`src/rtl/vga_blank_arbiter.sv`:
```
`timescale 1ns/1ps
// Purpose : round-robin share of one framebuffer write port among NREQ engines, open only during vertical blank.
// Latency : req->gnt 1 cycle from ARB (2 from IDLE when the window opens); gnt+wr_en_in -> mem_* 1 cycle.
// Backpr. : none on the memory side; engines wait on gnt, and lose the port on release, MAX_GRANT expiry or window close (abort).
//
// Ports:
//   clk, rst        pixel clock, asynchronous active-high reset
//   vcount, vblnk   line counter and vertical blank from vga_timing
//   req             per-engine request level, held for the whole burst
//   wr_en_in        per-engine write strobe, honoured only for the current owner
//   addr_in/data_in packed per-engine address/pixel, engine i at [i*W +: W]
//   gnt             registered one-hot-or-zero grant
//   abort           one-cycle pulse to an owner cut off by window close
//   mem_we/addr/data registered framebuffer write port
//   frame_tick      one-cycle pulse one cycle after vblnk rises
module vga_blank_arbiter #(
  parameter int NREQ        = 4,
  parameter int ADDR_W      = 19,
  parameter int DATA_W      = 12,
  parameter int MAX_GRANT   = 256,
  parameter int VER_TOT     = 628,
  parameter int GUARD_LINES = 2
) (
  input  logic                     clk,
  input  logic                     rst,
  input  logic [10:0]              vcount,
  input  logic                     vblnk,
  input  logic [NREQ-1:0]          req,
  input  logic [NREQ-1:0]          wr_en_in,
  input  logic [NREQ*ADDR_W-1:0]   addr_in,
  input  logic [NREQ*DATA_W-1:0]   data_in,
  output logic [NREQ-1:0]          gnt,
  output logic [NREQ-1:0]          abort,
  output logic                     mem_we,
  output logic [ADDR_W-1:0]        mem_addr,
  output logic [DATA_W-1:0]        mem_data,
  output logic                     frame_tick
);

  localparam int PTR_W = $clog2(NREQ);
  localparam int CNT_W = $clog2(MAX_GRANT);
  localparam logic [10:0]      WIN_END  = 11'(VER_TOT - GUARD_LINES);
  localparam logic [CNT_W-1:0] CNT_LAST = CNT_W'(MAX_GRANT - 1);
  localparam logic [PTR_W-1:0] PTR_LAST = PTR_W'(NREQ - 1);
  localparam logic [NREQ-1:0]  GNT_ONE  = {{(NREQ-1){1'b0}}, 1'b1};

  typedef enum logic [1:0] {IDLE, ARB, GRANT} state_t;

  state_t           state, state_nxt;
  logic [PTR_W-1:0] ptr, ptr_nxt;
  logic [PTR_W-1:0] own, own_nxt;
  logic [CNT_W-1:0] cnt, cnt_nxt;
  logic [NREQ-1:0]  gnt_nxt, abort_nxt;
  logic             vblnk_q;
  logic             win;
  logic             found;
  logic [PTR_W-1:0] win_idx;
  logic             we;

  // Guard lines at the end of blank keep writes clear of the frame wrap.
  assign win = vblnk && (vcount < WIN_END);

  // Priority search starting at ptr, wrapping upward.
  always_comb begin
    found   = 1'b0;
    win_idx = '0;
    for (int i = 0; i < NREQ; i++) begin
      int j;
      j = int'(ptr) + i;
      if (j >= NREQ) j = j - NREQ;
      if (!found && req[j]) begin
        found   = 1'b1;
        win_idx = PTR_W'(j);
      end
    end
  end

  always_comb begin
    state_nxt = state;
    ptr_nxt   = ptr;
    own_nxt   = own;
    cnt_nxt   = cnt;
    gnt_nxt   = gnt;
    abort_nxt = '0;
    case (state)
      IDLE: begin
        gnt_nxt = '0;
        if (win) state_nxt = ARB;
      end
      ARB: begin
        gnt_nxt = '0;
        if (!win) begin
          state_nxt = IDLE;
        end else if (found) begin
          state_nxt = GRANT;
          gnt_nxt   = GNT_ONE << win_idx;
          own_nxt   = win_idx;
          cnt_nxt   = '0;
          ptr_nxt   = (win_idx == PTR_LAST) ? '0 : win_idx + 1'b1;
        end
      end
      GRANT: begin
        cnt_nxt = cnt + 1'b1;
        // Window close outranks release and expiry; release and expiry
        // together are just a release (same outcome, no abort).
        if (!win) begin
          state_nxt      = IDLE;
          gnt_nxt        = '0;
          abort_nxt[own] = 1'b1;
        end else if (!req[own] || (cnt == CNT_LAST)) begin
          state_nxt = ARB;
          gnt_nxt   = '0;
        end
      end
      default: begin
        state_nxt = IDLE;
        gnt_nxt   = '0;
      end
    endcase
  end

  always_ff @(posedge clk or posedge rst) begin
    if (rst) begin
      state <= IDLE;
      ptr   <= '0;
      own   <= '0;
      cnt   <= '0;
      gnt   <= '0;
      abort <= '0;
    end else begin
      state <= state_nxt;
      ptr   <= ptr_nxt;
      own   <= own_nxt;
      cnt   <= cnt_nxt;
      gnt   <= gnt_nxt;
      abort <= abort_nxt;
    end
  end

  // gnt is zero outside GRANT, so own only matters when we is set.
  assign we = |(gnt & wr_en_in);

  always_ff @(posedge clk or posedge rst) begin
    if (rst) begin
      mem_we     <= 1'b0;
      mem_addr   <= '0;
      mem_data   <= '0;
      vblnk_q    <= 1'b0;
      frame_tick <= 1'b0;
    end else begin
      mem_we     <= we;
      vblnk_q    <= vblnk;
      frame_tick <= vblnk & ~vblnk_q;
      if (we) begin
        mem_addr <= addr_in[int'(own)*ADDR_W +: ADDR_W];
        mem_data <= data_in[int'(own)*DATA_W +: DATA_W];
      end
    end
  end

endmodule
```
`config.mk`:
```
export PLATFORM = sky130hd
export DESIGN_NAME = vga_blank_arbiter
export DESIGN_NICKNAME = d
export VERILOG_FILES = /design/src/rtl/vga_blank_arbiter.sv
export SDC_FILE = /design/constraint.sdc
export NUM_CORES = 1
export LEC_CHECK = 0
export CORE_MARGIN = 5
export CORE_UTILIZATION = 38
export CTS_CLUSTER_SIZE = 16
export DETAILED_ROUTE_END_ITERATION = 16
export PLACE_DENSITY = 0.84
export SYNTH_ARGS = -nofsm -noshare
export SYNTH_HDL_FRONTEND = slang
export SYNTH_SLANG_ARGS = --single-unit
```
`constraint.sdc`:
```
create_clock -name clk -period 2.3 [get_ports clk]
set_clock_uncertainty 0.2 [all_clocks]
set_input_delay 0.46 -clock clk [delete_from_list [all_inputs] [get_ports clk]]
set_output_delay 0.46 -clock clk [all_outputs]
set_load 0.1 [all_outputs]
```
* Yosys cells after proc, flatten, opt, wreduce, memory -nomap -nowiden
Cells that the tools add are included.
Cells by class: $add $sub $neg 9, multiply operators 2, $lt $le $gt $ge 11, equal/unequal tests 9, shift operators 3, mux-type cells 45, bitwise operators 3, reductions and logical operators 16
Operators by type and width (number):
- 32-bit by 4-bit less-than comparator with 1-bit output, second input constant | 4
- 32-bit 2-to-1 mux | 4
- 76-bit by 8-bit indexed part select with 19-bit output | 1
- 48-bit by 7-bit indexed part select with 12-bit output | 1
- 4-bit 2-to-1 mux | 6
- 2-bit 2-to-1 mux | 10
- 8-bit 2-to-1 mux | 2
- 8-bit case mux with 2 select lines | 1
- 1-bit 2-to-1 mux | 14
- 3-bit by 3-bit subtractor with 4-bit output, second input constant | 3
- 11-bit by 10-bit less-than comparator with 1-bit output, second input constant | 1
- 1-bit binary-select mux with 2-bit select | 5
- 3-bit >= comparator, second input constant | 3
- 3-bit AND reduction | 3
- 8-bit by 1-bit adder with 8-bit output, second input constant | 1
- 8-bit == test, second input constant | 1
- 4-bit case mux with 2 select lines | 1
- 2-bit by 5-bit multiplier with 7-bit output, second input constant | 1
- 2-bit by 2-bit adder with 3-bit output, second input constant | 2
- 2-bit inequality test, second input constant | 3
- 3-bit inequality test, second input constant | 2
- 2-bit case mux with 3 select lines | 1
- 1-bit logical AND | 5
- 4-bit AND | 1
- other kinds (18) | 22
Word-level totals: register bits after elaboration 56, input bits 146, output and inout port bits 41, word-level logic and storage cells 109

* Depth between registers and ports, before layout
depth in word-level cells 19, depth in mapped cells 7, gate-level depth less buffers 7

* Worst setup path before layout
OpenSTA, ideal clock, no wires.
kind reg-to-reg, from register gnt[1], to register mem_addr[13], setup time 0.125 ns, data arrival time 2.000 ns, required time 1.975 ns, setup slack -0.026 ns, stages on the path, launching flop included 5, buffers on the path 1, clock period less this slack 2.326 ns, path through dfrtp_1 > a22oi_1 > nand2_1 > buf_1 > mux2_2
Between the ends: cells in the longest elaborated chain, start to end 2
Ends and longest elaborated chain:
- start, declared | line 32 | output logic [NREQ-1:0] gnt,
- start signal, assigned | line 135 | gnt <= gnt_nxt;
- 4-bit AND | line 141 | assign we = |(gnt & wr_en_in);
- 4-bit OR reduction | line 141
- end signal, assigned | line 155 | mem_addr <= addr_in[int'(own)*ADDR_W +: ADDR_W];
- end, declared | line 35 | output logic [ADDR_W-1:0] mem_addr,
No other way between the ends. A chain may end at the register's enable or synchronous reset.

* Worst setup path in the final report
from input req[0], to register ptr[0]
Between the ends: cells in the longest elaborated chain, start to end 15, elaborated cells on any way between the ends 30, classes of those cells add/sub: 1; eq/ne: 1; mux: 21; reduce/logical: 7
Ends and longest elaborated chain:
- start, declared | line 28 | input logic [NREQ-1:0] req,
- 1-bit binary-select mux with 2-bit select | line 71 | if (!found && req[j]) begin
- 1-bit 2-to-1 mux (implied by the code) (2 in series) | line 71
- 1-bit 2-to-1 mux | line 71
- 1-bit logical NOT | line 71
- 1-bit logical AND | line 71
- 1-bit 2-to-1 mux | line 71
- 1-bit logical NOT | line 71
- 1-bit logical AND | line 71
- 1-bit 2-to-1 mux | line 71
- 1-bit logical NOT | line 71
- 1-bit logical AND | line 71
- 2-bit 2-to-1 mux (*) | line 71
- via win_idx[0] | line 57 | logic [PTR_W-1:0] win_idx;
- 2-bit by 1-bit adder with 2-bit output or 2-bit == test (tied branches) | line 99 | ptr_nxt = (win_idx == PTR_LAST) ? '0 : win_idx + 1'b1;
- 2-bit 2-to-1 mux (*) | line 99
- end signal, assigned | line 132 | ptr <= ptr_nxt;
- end, declared | line 50 | logic [PTR_W-1:0] ptr, ptr_nxt;
The timed path passes the listed nets; every way through them passes the cells marked *. The select of a mux whose other input is x is not followed.

==> metrics <==
FF-to-FF Start=ptr[0]$_DFFE_PP0P_; PD cells=1130 mW/mm^2; asr flop ratio synth=1.00; vias=2,734; commonest non-fill, non-tap cell in the layout=clkdlybuf4s50_1; hpwl dp=8.20 mm; Worst Hold Launch=vblnk_q$_DFF_PP0_; crit-path cells=clkdlybuf4s50_1 -> nor2b_1 -> o21ai_0 -> o21ai_0 -> a21oi_1 -> and2_1 -> ha_1 -> o41ai_2; combinational share of power=0.651; Setup Viol. Count Final=0; worst min path class=register to register; # IOs=187; Synthesis Warnings=0; Worst path max stage delay=0.54 ns; average wire per standard cell=18.9 um; WL final=9.97 mm; Seq/Total Area, Yosys=0.436; PortBufs=185; P&R area growth vs syn=63.8%; pre-CTS setup slack=-0.244 ns; Max-Cap Viols=0; Worst Setup Start Kind=input port; placement row count=33; Peak Freq=457 MHz; sw frac=0.517; number of synthesized flops with an enable pin=0; crit path launch=req[0]; CP bufs+invs=1; hold path cells=1; Clock Latency Late Sink=0.30 ns; # clock sinks=56; die width=102 um; Final WS setup=0.111 ns; Tightest Pin Transition=0.587 ns; Final Cycle Share=0.952; share of cells above drive strength 1=0.316; netlist area before placement=0.00321 mm^2; CORE AREA=0.00822 mm^2; crit end category=register; sequential share of power=0.259; gpl congestion=0.815; clock transition at the registers of the reported paths=0.09 ns; CTS H-Tree Depth=2; Max rail drop VDD=416 uV; post-CTS setup repair buffer count=0; initial antenna violation count=0; n_diodes=0; Final Hold Viols=0; CP required=2.30 ns; reg2reg path depth=7; leakage power=0.00226 uW; Final Critical Period=2.19 ns; Avg Cell Area, Syn=13.9 um^2; slowest cell on the critical path=clkdlybuf4s50_1; global-route wire length before repair=15.0 mm; die area=0.0104 mm^2; Clock Power Share=0.090; internal power=2870 uW; Root Buffer=clkbuf_8; All-Layer GR Usage=0.188; drt first pass iters=4; Initial Utilization=0.391; Setup CP Type=input port to register; vias in the first global route=2,940; Die Ht=102 um; CTS Hold Bufs=0; Main synth FF type=dfrtp_1; largest net degree at the start of global routing=57; Switch Pwr=3070 uW; cell mode on critical path=o21ai_0; flops & latches, synth=56; Antenna Violating Nets Remaining=0; Max transition margin=0.608; Worst EP arrival=2.19 ns; total CTS buffers=5; Net Count, Synth=382; number of cells on the critical path=8; CP Max Fanout=5; Post-Synthesis Cells=231; Distinct cells, synth=40; Iteration-0 DRC Markers=44; Final Core Density=0.640; status=finished, final reports clean; CTS max path bufs=2; via/cell ratio=5.17; DR DRC count=0; total grt overflow=0; most frequent cells in the layout=clkdlybuf4s50_1 (144), dfrtp_1 (53), buf_4 (50); CTS tree=built; RSZ-0062 raised after global routing=no; CP delay by family, top=compound AO/OA/AOI/OAI gates; final slew viol count=0; Layout Nets=574
-- logic make-up (layout without fill, tap and decap cells) --
group,after synthesis,after routing,synth area share
and+or+nand+nor,45,45,0.0799
AOI/OAI and AO/OA,34,34,0.0783
muxes,67,67,0.347
buffers and inverters,24,217,0.0386
adders and majority gates,5,5,0.0195
DFF,56,56,0.436
-- per-stage QoR --
step,TNS [ns],total power (uW),area (um^2),std cells,hold slack [ns]
6_report,0,5940,5260,529,0.201
5_1_grt,0,6220,5260,529,0.221
4_1_cts,0,6000,5250,529,0.203
3_5_place_dp,-1.40,5460,5160,521,0.191
3_3_place_gp,-0.638,5390,5160,521,0.183
2_1_floorplan,0,4420,3210,231,0.178
-- power groups by stage --
stage / sequential (uW) / combinational, uW / clock, uW
after floorplan: 3280 / 1140 / 0
after global placement: 1540 / 3840 / 0
after detailed placement: 1560 / 3890 / 0
after CTS: 1540 / 3900 / 559
after global routing: 1590 / 4030 / 606
final: 1540 / 3860 / 537
-- routing by layer --
metal | track usage | vias up | share of wire
li1 | - | 1271 | -
met1 | 0.193 | 1347 | 0.32
met2 | 0.361 | 100 | 0.55
met3 | 0.0601 | 16 | 0.10
met4 | 0.0565 | 0 | 0.022
met5 | 0 | - | 0
-- synth_stat cells (2+ instances only) --
| library cell | count | area, um^2 |
|---|---|---|
| a31oi_1 | 2 | 12.5 |
| nor3_1 | 2 | 10.0 |
| nor2b_1 | 6 | 37.5 |
| o211ai_1 | 4 | 30.0 |
| clkbuf_1 | 4 | 15.0 |
| ha_1 | 5 | 62.6 |
| mux2i_1 | 3 | 30.0 |
| nor2_1 | 8 | 30.0 |
| nand4_1 | 2 | 12.5 |
| buf_1 | 2 | 7.51 |
| buf_6 | 4 | 45.0 |
| nor4_1 | 2 | 12.5 |
| o21ai_0 | 11 | 55.1 |
| mux4_2 | 32 | 721 |
| nand3b_1 | 2 | 15.0 |
| mux2_2 | 31 | 349 |
| buf_2 | 3 | 15.0 |
| a22o_1 | 4 | 35.0 |
| nand3_1 | 5 | 25.0 |
| nand2_1 | 10 | 37.5 |
| inv_1 | 11 | 41.3 |
| a22oi_1 | 3 | 22.5 |
| a21oi_1 | 2 | 10.0 |
| dfrtp_1 | 56 | 1400 |
| or2_1 | 2 | 12.5 |
-- repair_timing --
item                       CTS  global route
setup endpoints to repair    0             4
hold endpoints to repair     0             0
resized for setup            0             2
-- worst paths after layout --
check / to / slack [ns]
worst max-delay path: ptr[0]$_DFFE_PP0P_ / 0.11
worst min-delay path: frame_tick$_DFF_PP0_ / 0.20
worst max register to register: ptr[0]$_DFFE_PP0P_ / 0.43
worst min register to register: frame_tick$_DFF_PP0_ / 0.20
max in group asynchronous: gnt[0]$_DFFE_PP0P_ / 1.31
min in group asynchronous: mem_data[11]$_DFFE_PP0P_ / 0.29
-- sequential cells by signal, indices dropped and copies added (netlist names) --
name and flops:
abort 4, cnt 8, frame_tick 1, gnt 4, mem_addr 19, mem_data 12
mem_we 1, own 2, ptr 2, state 2, vblnk_q 1
-- area by class of cell --
cell class / instances / area [um^2]
Clock buffer: 8 / 90.1
Fill cell: 654 / 2960
Inverter: 11 / 41.3
Multi-Input combinational cell: 151 / 1690
Sequential cell: 56 / 1410
Tap cell: 105 / 131
Timing Repair Buffer: 198 / 1900
No activity file was read; power rests on OpenSTA's default activity.
==> patch: new RTL, same flow settings <==
`ADDR_W`: 19 -> 38.
--- a/src/rtl/vga_blank_arbiter.sv
+++ b/src/rtl/vga_blank_arbiter.sv
@@ -16,5 +16,5 @@
 module vga_blank_arbiter #(
   parameter int NREQ        = 4,
-  parameter int ADDR_W      = 19,
+  parameter int ADDR_W      = 38,
   parameter int DATA_W      = 12,
   parameter int MAX_GRANT   = 256,
Interface: changed (resized addr_in and mem_addr); port bits go from 187 to 282. No check against the original RTL was run, so the function may have changed too.
==> patch against the unedited design <==
Final area grew 45%. Power grew 58%. Utilization grew 3.4 points. Sequential cell count grew 19. Synthesized area grew 36%. Highest routed layer is now met5. Largest power group unchanged. Setup slack gained 0.095 ns. Sequential share of layout area shrank 2.0 points. Routed wire length grew 51%.
==> patch: results (changes against the unedited design) <==
CTS Buf Count 9 (+4); reg-to-reg critical path endpoint mem_addr[11]; CP Max Fanout 5 (unchanged); nets 818 (+43%); worst reg2reg setup slack 0.40 ns (-0.03 ns); RePlAce Congestion 0.799 (-1.9%); PortBufs 280 (+51%); Sequential Area 1880 µm² (+34%); largest net degree at the start of global routing 76 (+33%); R2R depth 3 (-4); synth cell count leaders dfrtp_1 (75), mux2_2 (52), mux4_2 (51); HP Class flop to flop; Placed Area 7290 µm² (+41%); final WL 15100 µm (+51%); switching part of the total 49.7% (-2.0 points); Worst Path Arrival 2.14 ns (-0.05 ns); post-synthesis cell type count 40 (unchanged); first-pass GRT wire length 21800 µm (+45%); P_leak 0.00321 µW (+42%); DPL Wire Length 12400 µm (+51%); initial antenna violation count 2 (+2); yosys warns 0 (unchanged); CTS resizes 0 (unchanged); Worst Tran Pin Value 0.506 ns (-0.0812 ns); share of cells above drive strength 1 34.9% (+3.3 points); register area share after synthesis 43.0% (-0.69 points); First-pass DRT Iterations 4 (unchanged); Worst Hold End frame_tick; largest registers mem_addr (38), mem_data (12), cnt (8); status completed; hold depth 1 (unchanged); Fin Hold WS 0.195 ns (-0.00552 ns); setup bufs post-CTS 0 (unchanged); Clock transition at path regs 0.06 ns (-0.03 ns); CTS H-tree depth 3 (+1); async set or reset register ratio after synthesis 100% (unchanged); Root Buffer clkbuf_16; CTS max path bufs 2 (unchanged); initial DRC count 148 (+240%); hold path startpoint vblnk_q; post-synth net total 530 (+39%); synth top area cells dfrtp_1 (43%), mux4_2 (26%), mux2_2 (13%); Fillers 845 (+29%); worst skew pair latency 0.32 ns (+0.02 ns); Antenna Diode Count 0 (unchanged); Worst R2R Start own[0]; Total GRT Usage 20.8% (+2.0 points); VDD IR max 0.918 mV (+120%); vias in the first global route 4159 (+41%); via/cell ratio 5.22 (+0.96%)
==> patch: cell types whose count changed in the layout (fill, tap and decap cells not counted), sizes merged, moves of 19 or more <==
cell | unedited run | this run
buf | 54 | 78
dfrtp | 56 | 75
mux2 | 32 | 52
clkdlybuf4s50 | 144 | 220
mux4 | 32 | 51
==> patch: final cells by class <==
class | instances | area share (%)
clock buffers | 12 | 3.36
repair buffers | 298 | 37.2
clock inverters | 4 | 0.952
flip-flops and latches | 75 | 24.7
well taps | 143 | 2.35
inverters | 7 | 0.394
multi-input cells | 200 | 31.0
==> patch: power groups by stage <==
stage,Clock (µW),Combinational [µW],Sequential [µW]
floorplan,0,1630,4760
global placement,0,5770,2060
detailed placement,0,5840,2100
CTS,1580,5860,2080
global route,1630,6030,2140
finish,1530,5800,2080
==> patch: worst max-delay path, cell delays in order <==
cell             delay [ns]
clkdlybuf4s50_1        0.42
buf_4                  0.16
a21oi_1                0.13
o21ai_0                0.09
o2bb2a_1               0.33
inv_1                  0.09
ha_1                   0.30
mux2i_1                0.15
==> patch: worst max-delay path by stage <==
stage,cells after the start,start,slack [ns],end
after floorplan,4,gnt[1],0.02,mem_addr[0]
after global placement,5,req[0],-0.03,own[0]
after detailed placement,8,req[0],-0.09,ptr[1]
after CTS,8,req[0],0.22,ptr[1]
after global routing,9,req[0],0.11,ptr[0]
final,8,req[0],0.21,ptr[1]
==> patch: kinds of logic after synthesis <==
logic type / share of synthesized area [%]
adder cells (fa/ha/maj): 1.43
XOR/XNOR: 0.200
AND/OR/NAND/NOR: 6.47
multiplexers: 40.4
flip-flops: 43.0
buffers and inverters: 3.01
AO/OA/AOI/OAI: 5.56
==> patch: per-stage QoR <==
step	cells	worst slack [ns]	total power (µW)
global placement	723	-0.0301	7830
floorplan	303	0.0166	6400
detailed placement	723	-0.0886	7940
CTS	739	0.216	9510
global route	739	0.106	9810
finish	739	0.206	9400
==> patch: routing by layer <==
metal | part of all wire (%) | global-route usage [%] | wire length, µm | vias up
li1 | - | - | - | 1770
met1 | 34 | 23.4 | 5170 | 1904
met2 | 54 | 37.6 | 8110 | 158
met3 | 10 | 7.40 | 1510 | 20
met4 | 1.6 | 4.82 | 243 | 4
met5 | 0.20 | 0 | 30 | -
